==> src/rtl/uart_rx_buffer.sv <==
// rtl/uart_rx_buffer.sv - receive-side FWFT buffer behind the UART core
// Stores received words, counts receive errors and flags lost words on overflow.
module uart_rx_buffer #(
  parameter int DEPTH     = 16,
  parameter int ERR_CNT_W = 8,
  parameter int DROP_ERR  = 0
) (
  input  logic                      clk,
  input  logic                      rst,
  input  logic [8:0]                PalDataOut,
  input  logic                      PalDataOutValid,
  output logic [7:0]                rd_data,
  output logic                      rd_err,
  output logic                      rd_valid,
  input  logic                      rd_ready,
  output logic [$clog2(DEPTH):0]    count,
  output logic                      full,
  output logic                      empty,
  output logic                      overflow,
  input  logic                      ovf_clr,
  output logic [ERR_CNT_W-1:0]      err_cnt,
  input  logic                      err_cnt_clr
);

  localparam int AW = $clog2(DEPTH);
  localparam int CW = AW + 1;

  logic [8:0]           mem_q [DEPTH];
  logic [AW-1:0]        wr_ptr_q, wr_ptr_d;
  logic [AW-1:0]        rd_ptr_q, rd_ptr_d;
  logic [CW-1:0]        count_q, count_d;
  logic                 ovf_q, ovf_d;
  logic [ERR_CNT_W-1:0] err_cnt_q, err_cnt_d;
  logic                 push_req, push, pop, err_evt, ovf_evt;
  logic [8:0]           head;

  always_comb begin
    empty    = (count_q == '0);
    full     = (count_q == CW'(DEPTH));
    rd_valid = !empty;
    push_req = PalDataOutValid && !((DROP_ERR != 0) && PalDataOut[8]);
    pop      = rd_valid && rd_ready;
    // A pop in the same cycle frees the slot, so a full FIFO can still accept.
    push     = push_req && (!full || pop);
    ovf_evt  = push_req && full && !pop;
    err_evt  = PalDataOutValid && PalDataOut[8];

    wr_ptr_d = push ? wr_ptr_q + AW'(1) : wr_ptr_q;
    rd_ptr_d = pop  ? rd_ptr_q + AW'(1) : rd_ptr_q;
    count_d  = count_q + CW'(push) - CW'(pop);
    ovf_d    = (ovf_q && !ovf_clr) || ovf_evt;

    err_cnt_d = err_cnt_clr ? '0 : err_cnt_q;
    if (err_evt && (err_cnt_d != '1)) begin
      err_cnt_d = err_cnt_d + ERR_CNT_W'(1);
    end
  end

  always_ff @(posedge clk) begin
    if (rst) begin
      wr_ptr_q  <= '0;
      rd_ptr_q  <= '0;
      count_q   <= '0;
      ovf_q     <= 1'b0;
      err_cnt_q <= '0;
    end else begin
      wr_ptr_q  <= wr_ptr_d;
      rd_ptr_q  <= rd_ptr_d;
      count_q   <= count_d;
      ovf_q     <= ovf_d;
      err_cnt_q <= err_cnt_d;
    end
  end

  // Storage is not reset; the empty gate below hides stale contents.
  always_ff @(posedge clk) begin
    if (push) begin
      mem_q[wr_ptr_q] <= PalDataOut;
    end
  end

  always_comb begin
    head     = mem_q[rd_ptr_q];
    rd_data  = empty ? 8'h00 : head[7:0];
    rd_err   = empty ? 1'b0  : head[8];
    count    = count_q;
    overflow = ovf_q;
    err_cnt  = err_cnt_q;
  end

endmodule

==> config.mk <==
export PLATFORM = sky130hd
export DESIGN_NAME = uart_rx_buffer
export DESIGN_NICKNAME = d
export VERILOG_FILES = /design/src/rtl/uart_rx_buffer.sv
export SDC_FILE = /design/constraint.sdc
export NUM_CORES = 1
export LEC_CHECK = 0
export CORE_ASPECT_RATIO = 0.8
export CORE_MARGIN = 5
export CORE_UTILIZATION = 50
export DETAILED_ROUTE_END_ITERATION = 16
export PLACE_DENSITY = 0.69
export SYNTH_ARGS = -nofsm -noshare
export SYNTH_HDL_FRONTEND = slang
export SYNTH_SLANG_ARGS = --single-unit
==> constraint.sdc <==
create_clock -name clk -period 3.8 [get_ports clk]
set_input_delay 1.14 -clock clk [delete_from_list [all_inputs] [get_ports clk]]
set_output_delay 1.14 -clock clk [all_outputs]
set_load 0.01 [all_outputs]
==> results.cfg <==
[timing]
fin_crit_sh_pct = 98.0
fmax_ghz = 0.268
rsz0062_at_grt = false
final-hold-violation-count = 0
clock_skew_ns = 0.00634
worst_pin_slew_ns = 0.829
setup_violations = 0
maxSlewHeadroom_pct = 44.6
fin_tns_setup_ns = 0
slew_violations = 0
timing.final.ws_setup_ns = 0.0750
min_period_ns = 3.72

[layout]
nets = 485
filler_cell_count = 1010
final_area_um2 = 8250
regArea_um2 = 4850
area_growth_pct = 18.4
layout_commonest_cell = edfxtp_1
finish.utilization_pct = 60.6
diodes = 0
drive_gt1_share_pct = 19.7
layout_common_cells = 144 x edfxtp_1, 35 x clkdlybuf4s50_1, 26 x mux4_2, 26 x nor2_1, 25 x dfxtp_1
multi_input_area_um2 = 1940

[worst_setup_path]
startpoint_type = register
arrival_ns = 2.58
critPathCaptureType = output port
crit_required_ns = 2.66
path_class = register to output port
worst-path-max-fanout = 16

[yosys]
yosys.area.top_type = edfxtp_1
ys_ff_latch = 170
synth_area_um2 = 6970
syn_nets = 421
synth_edf_count = 144
synth_top_area_share_pct = 62.1
ys.warnings.count = 0
synth_cells = 394
synth_area_leaders = edfxtp_1 62%, mux4_2 8.4%, dfxtp_1 7.5%, mux4_1 3.8%, mux2i_1 2.0%
synth-seq-area-share_pct = 69.5
ys_types = 45
postSynthAreaPerCell_um2 = 17.7
postSynth.asyncResetShare_pct = 0
synthFlopType = edfxtp_1

[place]
post-dp-hpwl_mm = 8.16
post-place-ws_ns = 0.228
routabilityCongestion = 0.773
postPlaceCellArea_um2 = 7650
port_buffers = 40

[grt]
grt-ovfl-total = 0
grtUsageTotal_pct = 17.3
antenna_found_initial = 0
grt_pass1_wl_mm = 20.9
grt_start_max_net_pins = 28
grt_pass1_vias = 3827

[route]
wl_per_cell_um = 20.0
drt_iter0_drc = 217
drtPass1Iterations = 4
drc_errors = 0
ant_nets = 0
vias = 3632
vias_per_cell = 5.58
drt_wl_total_mm = 13.0

[clocking]
h-tree-depth = 4
tritoncts = built
clk_pin_slew_worst_paths_ns = 0.06
cts-root-buf = clkbuf_16
cts.path.max_buffers = 2
cts.sinks = 170
numCtsBuffers = 17
clock_latency_ns = 0.42

[die]
die_area_um2 = 16400
num_rows = 38
num_io_pins = 41
die_x_um = 142
start_util_pct = 51.2
coreArea_um2 = 13600
die_h_um = 116

[power_and_ir_drop]
p_per_area_nw_per_um2 = 605
irDropWorstVdd_mv = 0.400
power_leakage_uw = 0.00277

[flow_run]
cap_violations = 0

[min_path]
holdCritPathClass = register to register

[run_status]
status = finished, final reports clean
kinds of logic after synthesis:
group | after synthesis | share of synthesized area, %
AO/OA/AOI/OAI | 33 | 2.80
XOR/XNOR | 10 | 1.26
multiplexers | 59 | 15.6
AND/OR/NAND/NOR | 79 | 5.82
adder cells (fa/ha/maj) | 12 | 2.26
buffers and inverters | 31 | 2.68
flip-flops | 170 | 69.5
final cells by class:
cell class	count	area share, %
multi-input cells	193	23.5
clock inverters	14	1.59
clock buffers	18	5.20
repair buffers	66	7.69
flip-flops and latches	170	58.8
inverters	10	0.455
well taps	180	2.73
layer usage:
layer	vias to the layer above	track usage, %	share of wire, %
li1	1679	-	-
met3	16	5.40	4.2
met2	90	27.7	49
met5	-	0	0
met4	0	5.37	1.5
met1	1847	23.1	45
flip-flops by register name (all words and copies together) (netlist names), named ones only:
register	count
wr_ptr_q	4
err_cnt	8
mem_q	144
overflow	1
rd_ptr_q	4
count	5
timing repair:
| item | CTS | global route |
|---|---|---|
| setup endpoints to repair | 5 | 6 |
| hold buffers | 0 | 0 |
| gates resized for setup | 4 | 3 |
| pin swaps | 0 | 0 |
| setup buffers | 4 | 0 |
worst max-delay path, stage by stage, from the launching register on:
cell and delay (ns):
dfxtp_4 0.40, buf_12 0.17, mux4_1 0.55, mux2_2 0.27, o21ai_0 0.18, a21oi_1 0.07, clkdlybuf4s50_1 0.52
metrics by stage:
step                      std cells  hold slack (ns)  power (uW)
final                           651            0.524        4980
after global routing            651            0.567        5230
after CTS                       651            0.517        5040
after detailed placement        615            0.508        3420
after global placement          615            0.510        3380
after floorplan                 394            0.463        2980
final timing paths:
kind	start	end	slack (ns)	cells after the start
hold reg to reg	err_cnt[5]$_SDFF_PP0_	err_cnt[5]$_SDFF_PP0_	0.52	2
hold / removal	err_cnt[5]$_SDFF_PP0_	err_cnt[5]$_SDFF_PP0_	0.52	2
setup / recovery	register	rd_data[7]	0.08	6
setup reg to reg	count[2]$_SDFF_PP0_	count[4]$_SDFF_PP0_	1.03	13
report_power, final:
part	total, uW	internal [uW]	leakage, uW	switching (uW)
clock	1620	955	0.000264	661
combinational	1200	631	0.000993	568
sequential	2170	2110	0.00151	62.0
synth_stat cells, types with 2 or more instances:
cell type	instances
or3_1	2
and3_1	2
nor2_1	26
xor2_1	5
edfxtp_1	144
and4_1	2
nand3_1	5
o21ai_1	4
mux4_1	10
mux2i_1	14
nand2b_1	2
a21oi_1	13
inv_1	10
buf_2	3
buf_4	4
dfxtp_1	26
nor3_1	8
o21ai_0	6
nand2_1	13
and4b_1	2
xnor2_1	5
mux4_2	26
a31oi_1	3
ha_1	11
mux2_2	9
nand4_1	4
nor2b_1	8
buf_6	4
clkbuf_1	7
Note: power is estimated with default switching activity, not from simulation.
